**config.mk**
```make
export PLATFORM = sky130hd
export DESIGN_NAME = pe_inst_sequencer_flat
export DESIGN_NICKNAME = d
export VERILOG_FILES = /design/src/rtl/pe_inst_sequencer_if.sv /design/src/rtl/pe_inst_sequencer.sv /design/src/flat_wrapper.sv
export SDC_FILE = /design/constraint.sdc
export NUM_CORES = 1
export LEC_CHECK = 0
export ABC_CLOCK_PERIOD_IN_PS = 6800
export BUFFER_PORTS_ARGS = -buffer_cell sky130_fd_sc_hd__buf_4
export CAP_MARGIN = 20
export CORE_AREA = 4 4 302 245
export CTS_BUF_LIST = sky130_fd_sc_hd__clkbuf_2 sky130_fd_sc_hd__clkbuf_4 sky130_fd_sc_hd__clkbuf_8
export CTS_CLUSTER_SIZE = 24
export DETAILED_ROUTE_END_ITERATION = 10
export DIE_AREA = 0 0 306 249
export PLACE_DENSITY = 0.62
export SYNTH_ARGS = -nofsm -noshare
export SYNTH_HDL_FRONTEND = slang
export SYNTH_SLANG_ARGS = --single-unit
```
**constraint.sdc**
```tcl
create_clock -name clk -period 6.8 [get_ports clk]
set_input_delay 1.02 -clock clk [delete_from_list [all_inputs] [get_ports clk]]
set_output_delay 1.02 -clock clk [all_outputs]
set_load 0.05 [all_outputs]
```
**src/rtl/pe_inst_sequencer_if.sv**
```systemverilog
// pe_inst_sequencer_if: config write handshake and PE instruction bus between array config, sequencer and PE
interface pe_inst_sequencer_if #(
  parameter int INST_W = 45,
  parameter int AW = 4
);
  logic cfg_valid;
  logic cfg_ready;
  logic [AW-1:0] cfg_addr;
  logic [INST_W-1:0] cfg_data;
  logic [INST_W-1:0] inst;
  logic inst_valid;
  modport master(output cfg_valid, cfg_addr, cfg_data, input cfg_ready, inst, inst_valid);
  modport slave(input cfg_valid, cfg_addr, cfg_data, output cfg_ready, inst, inst_valid);
endinterface

```
**src/rtl/pe_inst_sequencer.sv**
```systemverilog
// pe_inst_sequencer: per-PE context memory replayed into the PE instruction input for a programmed number of iterations
module pe_inst_sequencer #(
  parameter int INST_W = 45,
  parameter int DEPTH = 16,
  parameter int AW = $clog2(DEPTH),
  parameter int ITER_W = 16
) (
  input  logic clk,
  input  logic rst,
  pe_inst_sequencer_if.slave bus,
  input  logic start,
  input  logic [AW:0] ctx_len,
  input  logic [ITER_W-1:0] iter_cnt,
  input  logic stall,
  input  logic abort,
  output logic busy,
  output logic done
);
  typedef enum logic [1:0] {IDLE, RUN, DONE} state_t;
  state_t state;
  logic [INST_W-1:0] mem [DEPTH];
  logic [AW:0] len;
  logic [AW:0] slen;
  logic [AW-1:0] pc;
  logic [ITER_W-1:0] iters;
  logic [ITER_W-1:0] it;
  logic last;
  assign slen = ctx_len > (AW+1)'(DEPTH) ? (AW+1)'(DEPTH) : ctx_len;
  assign bus.cfg_ready = (state == IDLE) && !start;
  // pc points at the next slot to issue, it is the iteration of the word on inst;
  // pc back at 0 means slot len-1 was just issued
  assign last = (pc == '0) && (it == iters - ITER_W'(1));
  // context memory write port, deliberately not reset
  always_ff @(posedge clk)
    if (bus.cfg_valid && bus.cfg_ready) mem[bus.cfg_addr] <= bus.cfg_data;
  // sequencing FSM with registered outputs
  always_ff @(posedge clk) begin
    if (rst) begin
      state <= IDLE;
      bus.inst <= '0;
      bus.inst_valid <= 1'b0;
      busy <= 1'b0;
      done <= 1'b0;
      pc <= '0;
      it <= '0;
      len <= '0;
      iters <= '0;
    end else begin
      case (state)
        IDLE: begin
          done <= 1'b0;
          if (start) begin
            len <= slen;
            iters <= iter_cnt;
            if (slen == '0 || iter_cnt == '0) begin
              state <= DONE;
              done <= 1'b1;
            end else begin
              state <= RUN;
              busy <= 1'b1;
              bus.inst <= mem[0];
              bus.inst_valid <= 1'b1;
              pc <= slen == (AW+1)'(1) ? '0 : AW'(1);
              it <= '0;
            end
          end
        end
        RUN: begin
          if (abort || (!stall && last)) begin
            state <= abort ? IDLE : DONE;
            done <= !abort;
            busy <= 1'b0;
            bus.inst <= '0;
            bus.inst_valid <= 1'b0;
          end else if (!stall) begin
            bus.inst <= mem[pc];
            pc <= {1'b0, pc} == len - (AW+1)'(1) ? '0 : pc + AW'(1);
            it <= pc == '0 ? it + ITER_W'(1) : it;
          end
        end
        default: begin
          state <= IDLE;
          done <= 1'b0;
          bus.inst <= '0;
          bus.inst_valid <= 1'b0;
        end
      endcase
    end
  end
endmodule
```
**src/flat_wrapper.sv**
```systemverilog
// flat-port wrapper written by rule: the top's interface ports become plain ports
module pe_inst_sequencer_flat 
#(
  parameter int INST_W = 45,
  parameter int DEPTH = 16,
  parameter int AW = $clog2(DEPTH),
  parameter int ITER_W = 16
)
  (clk, rst, start, ctx_len, iter_cnt, stall, abort, busy, done, bus_cfg_valid, bus_cfg_addr, bus_cfg_data, bus_cfg_ready, bus_inst, bus_inst_valid);
  pe_inst_sequencer_if #(.INST_W(INST_W), .AW(AW)) bus_i ();
  input  logic clk;
  input  logic rst;
  input  logic start;
  input  logic [AW:0] ctx_len;
  input  logic [ITER_W-1:0] iter_cnt;
  input  logic stall;
  input  logic abort;
  output logic busy;
  output logic done;
  input wire logic [$bits(bus_i.cfg_valid)-1:0] bus_cfg_valid;
  input wire logic [$bits(bus_i.cfg_addr)-1:0] bus_cfg_addr;
  input wire logic [$bits(bus_i.cfg_data)-1:0] bus_cfg_data;
  output wire logic [$bits(bus_i.cfg_ready)-1:0] bus_cfg_ready;
  output wire logic [$bits(bus_i.inst)-1:0] bus_inst;
  output wire logic [$bits(bus_i.inst_valid)-1:0] bus_inst_valid;
  assign bus_i.cfg_valid = bus_cfg_valid;
  assign bus_i.cfg_addr = bus_cfg_addr;
  assign bus_i.cfg_data = bus_cfg_data;
  assign bus_cfg_ready = bus_i.cfg_ready;
  assign bus_inst = bus_i.inst;
  assign bus_inst_valid = bus_i.inst_valid;
  pe_inst_sequencer #(.INST_W(INST_W), .DEPTH(DEPTH), .AW(AW), .ITER_W(ITER_W)) u_core (.clk(clk), .rst(rst), .bus(bus_i), .start(start), .ctx_len(ctx_len), .iter_cnt(iter_cnt), .stall(stall), .abort(abort), .busy(busy), .done(done));
endmodule
```
After elaboration in Yosys (flattened, before gate mapping). Memory sizes are Yosys's and may differ from the RTL's. A register that Yosys moved wholly into a read port is not among the register bits. Cells that the tools add are included.

$add $sub $neg: 4. Order comparisons: 1. Equality and inequality tests: 11. Mux-type cells: 37. Reductions and logical operators: 21.

Operator list (count): 45-bit two-way mux (4); 45-bit one-hot mux with 2 select lines (1); 16-bit two-way mux (5); 16-bit one-hot mux with 2 select lines (1); 4-bit two-way mux (7); 16-bit by 1-bit adder with 16-bit output (second input constant) (1); 16-bit equality test (1); 16-bit zero test (1); 16-bit by 1-bit subtractor with 16-bit output (second input constant) (1); 1-bit two-way mux (9); 2-bit two-way mux (4); 2-bit inequality test (second input constant) (4); 4-bit one-hot mux with 2 select lines (1); 1-bit one-hot mux with 2 select lines (3); 3-bit AND reduction (2); 6-bit AND reduction (1); 4-bit by 5-bit equality test with 1-bit output (1); 5-bit by 1-bit equality test with 1-bit output (second input constant) (1); 5-bit > comparator (second input constant) (1); 5-bit zero test (1); 5-bit two-way mux (1); 5-bit AND reduction (1); 5-bit by 1-bit subtractor with 5-bit output (second input constant) (1); 4-bit by 1-bit adder with 4-bit output (second input constant) (1); other kinds (12) (20).

Register bits: 91. RAM bits: 720. Input bits: 76. Logic and storage cells: 84. Memories kept: 1.

Memories: u_core.mem (words 16, bits a word 45, read ports 2, clocked after memory_dff 1, write ports 1, line pe_inst_sequencer.sv:21) `logic [INST_W-1:0] mem [DEPTH];`.

Longest topological paths before layout.
Depth in word-level cells: 9. Depth in mapped cells: 12. Depth with buffers taken out: 10.

Worst setup path after synthesis. Ideal clock, no wire load.

Path type: input-to-reg. Start: in start. End: mem u_core.mem[0][0] (enable). Setup time: 504 ps. Arrival time: 5966 ps. Path slack: 330 ps. Stages on the path: 4. Path buffers: 0. Path through: nor3_1 nand2_1 or3_1 nor3_1.

Cells in the longest elaborated chain, start to end: 5.

RTL lines: start, declared (line flat_wrapper.sv:13) `input logic start;`; 1-bit zero test (line pe_inst_sequencer.sv:29) `assign bus.cfg_ready = (state == IDLE) && !start;`; 1-bit logical AND (line pe_inst_sequencer.sv:29); 1-bit logical AND (line pe_inst_sequencer.sv:35) `if (bus.cfg_valid && bus.cfg_ready) mem[bus.cfg_addr] <= bus.cfg_data;`; 1-bit two-way mux (line pe_inst_sequencer.sv:35); 1-bit two-way mux (implied by the code) (line pe_inst_sequencer.sv:35); end, declared (line pe_inst_sequencer.sv:21).

Every way passes these cells.

Final worst setup path.
Start: reg u_core.iters[0]. End: reg u_core.bus.inst[12].

Cells in the longest elaborated chain, start to end: 7. Elaborated cells between the ends (all ways): 9.

RTL lines: start, declared (line pe_inst_sequencer.sv:25) `logic [ITER_W-1:0] iters;`; start signal, assigned (line pe_inst_sequencer.sv:54) `iters <= iter_cnt;`; 16-bit by 1-bit subtractor with 16-bit output * (line pe_inst_sequencer.sv:32) `assign last = (pc == '0) && (it == iters - ITER_W'(1));`; 16-bit equality test * (line pe_inst_sequencer.sv:32); 1-bit logical AND * (line pe_inst_sequencer.sv:32); 1-bit logical AND * (line pe_inst_sequencer.sv:69) `if (abort || (!stall && last)) begin`; 1-bit logical OR * (line pe_inst_sequencer.sv:69); 3-bit by 2-bit inequality test with 1-bit output (no line) / 45-bit two-way mux (equally long branches); 3-bit AND reduction (no line) / 45-bit one-hot mux with 2 select lines (equally long branches); end signal, assigned (line pe_inst_sequencer.sv:61) `bus.inst <= mem[0];`; end signal, assigned (line pe_inst_sequencer.sv:76) `bus.inst <= mem[pc];`; end, declared (line pe_inst_sequencer_if.sv:13) `modport slave(input cfg_valid, cfg_addr, cfg_data, output cfg_ready, inst, inst_valid);`.

Mark *: on every way between the ends. The rest lies on a longest branch, timed or not. A chain may end at the register's enable or synchronous reset.

==> results.yml <==
run_status:
  status: "finished, final reports clean"
logic_synthesis:
  synth_top_area_frac: 0.6821
  synth.most_common_cell: "edfxtp_1"
  syn-cell-area_um2: 31700
  netlist_instances: 1597
  synth_cell_types: 59
  syn_nets: 1678
  synth_flop_cell: "edfxtp_1"
  synth-edff-count: 720
  yosys_warnings: 0
  syn-mean-instance-area_um2: 19.85
  synth_commonest_cells: "edfxtp_1 (720), mux4_2 (225), dfxtp_1 (95)"
  synthTopCellsByArea: "edfxtp_1 (68%), mux4_2 (16%), dfxtp_1 (6.0%), a22oi_1 (1.1%), o21ai_0 (0.74%)"
  synth-seq-cells: 815
  yosysTopAreaCell: "edfxtp_1"
  synth-seq-area-share: 0.7421
  ys_async_sr_fraction: 0
route:
  top_layer: "met4"
  drt-met1-wl_mm: 30.71
  dr_total_vias: 15861
  wl_per_cell_um: 24.17
  vias_per_cell: 5.589
  first_iter_violations: 1391
  wl_mm: 68.59
  drc: 0
  dr_wl_met2_mm: 32.81
  wl_met3_mm: 3.880
  first_pass_iters: 7
  drtAntennaViolNets: 0
floorplan:
  ios: 125
  core_area_um2: 71240
  die_y_um: 249
  die_area_um2: 76190
  start_util: 0.4450
  die_w_um: 306
  num_rows: 88
cts:
  post-cts-setup-buffers: 0
  cts_inserted_buffers: 120
  cts_buffer_depth: 3
  cts_root_buf: "clkbuf_8"
  cts_resized: 0
  cts_tree: "done"
  clock_sinks: 815
  clkLatencyLatePin_ps: 730
  clk_pin_slew_worst_paths_ps: 60
  h-tree-depth: 3
  cts-hold-fix-buffers: 0
sta:
  tightest_slew_ps: 1014
  min_period_over_period: 0.5189
  slew_headroom: 0.3240
  rsz0062_at_grt: "no"
  finalMaxSlewViolations: 0
  skew_ps: 29.22
  finalSetupViolCount: 0
  period_needed_ps: 3529
  max_freq_ghz: 0.2834
  fin_setup_tns_ps: 0
  hold_violations: 0
  worst_slack_ps: 3271
global_route:
  overflow: 0
  grtUsageTotal: 0.1804
  grt_max_degree: 158
  grt_pass1_vias: 16683
  antenna_found_initial: 1
  grt_pass1_wl_mm: 104.6
worst_setup_path:
  cp_slowest_stage_delay_ps: 630
  arrival_ps: 4100
  critPathLaunchType: "flop"
  path_class: "reg2reg"
  cp.required_ps: 7370
  cp_max_fo: 45
  end_kind: "flop"
  cp.buffers_inverters: 2
  path_cells: "inv_1, ha_1, nor4b_4, a31oi_1, a221oi_1, nor3_2, a2111o_1, nand4_2, buf_4, o21ai_0"
  cp_top_family: "compound AO/OA/AOI/OAI gates"
  critPathSlowestCell: "a2111o_1"
cells_and_area:
  fin_nets: 1870
  synthToLayoutAreaGrowth_pct: 14.57
  n_fill_cell: 5712
  final_util: 0.5098
  drive_gt1_frac: 0.3277
placed_design:
  routabilityCongestion: 0.8608
  dpl.hpwl_mm: 38.02
  place_ws_ps: 2760
  port_buffers: 124
power:
  p_per_area_nw_per_um2: 281.8
  p_leak_nw: 11.52
  p_total_mw: 10.23
  ir_drop_mv: 0.1604
job:
  drv_cap: 0
hold_path:
  hp-class: "reg2reg"
==> worst paths after layout <==
path / start / end / slack [ps] / cells after the start
max: u_core.iters[0] / u_core.bus.inst[12] / 3270 / 10
min: u_core.iters[15] / u_core.iters[15] / 470 / 2
max reg2reg: u_core.iters[0] / u_core.bus.inst[12] / 3270 / 10
min reg2reg: u_core.iters[15] / u_core.iters[15] / 470 / 2
==> cell type report <==
| cell class | count | area [um2] | share of cell area |
|---|---|---|---|
| Sequential cell | 815 | 23540 | 0.6480 |
| Multi-Input combinational cell | 641 | 7742 | 0.2132 |
| Clock buffer | 167 | 2048 | 0.05640 |
| Tap cell | 945 | 1182 | 0.03256 |
| Timing Repair Buffer | 150 | 1171 | 0.03225 |
| Clock inverter | 58 | 406.6 | 0.01120 |
| Inverter | 61 | 229.0 | 0.006305 |
| Antenna cell | 1 | 2.502 | 0.00006890 |
==> routing by layer <==
metal	GRT usage	vias to the layer above
li1	-	6971
met5	0	-
met4	0.04191	0
met1	0.2609	8338
met2	0.2843	448
met3	0.03893	104
==> cells in the final DEF (no fill, tap or decap), types with 9 or more instances in the layout <==
cell type	netlist	final
a21oi_1	45	44
a22oi_1	45	45
buf_4	0	147
clkbuf_4	0	40
clkbuf_8	0	127
clkinv_1	0	25
clkinv_2	0	22
dfxtp_1	95	91
edfxtp_1	720	720
inv_1	61	61
mux4_2	225	225
nand2_1	62	62
nor2_1	36	24
nor2_4	0	12
nor3_1	14	10
nor4_1	9	9
o21ai_0	47	47
o21ai_1	10	10
or3_1	19	19
xnor2_1	11	11
xor2_1	9	9
==> power breakdown <==
part / switching, mW / internal, mW
clock network: 1.84 / 2.14
logic: 0.397 / 0.301
registers: 0.0516 / 5.50
==> registers in the layout, indices dropped and copies added (netlist names), named ones only <==
signal	flops
u_core.mem	720
u_core.bus.inst	45
u_core.it	16
u_core.iters	16
u_core.len	5
u_core.pc	4
u_core.state	2
u_core.bus.inst_valid	1
u_core.busy	1
u_core.done	1
==> cells by family (layout without fill, tap and decap cells) <==
family	Yosys count	in the layout	share of synthesized area
fa+ha+maj	5	5	0.001974
simple gates	204	204	0.03426
buf+inv	141	436	0.01764
flops	815	815	0.7421
mux	228	228	0.1608
other cells	0	1	0
xor+xnor	20	20	0.005526
compound gates	184	184	0.03770
==> worst min-delay path, delay by kind of cell (launching register included) <==
family / cells / cell delay, ps
AO/OA/AOI/OAI: 1 / 50
flip-flops: 1 / 320
AND/OR/NAND/NOR: 1 / 50
==> through the flow <==
stage,instance area [um2],hold WS (ps),instances
2_1_floorplan,31700,444.8,1597
3_3_place_gp,33830,463.6,2611
3_5_place_dp,33860,461.5,2612
4_1_cts,36310,470.3,2837
5_1_grt,36320,489.3,2838
6_report,36320,471.9,2838
Power figures use the tool's default switching activity.
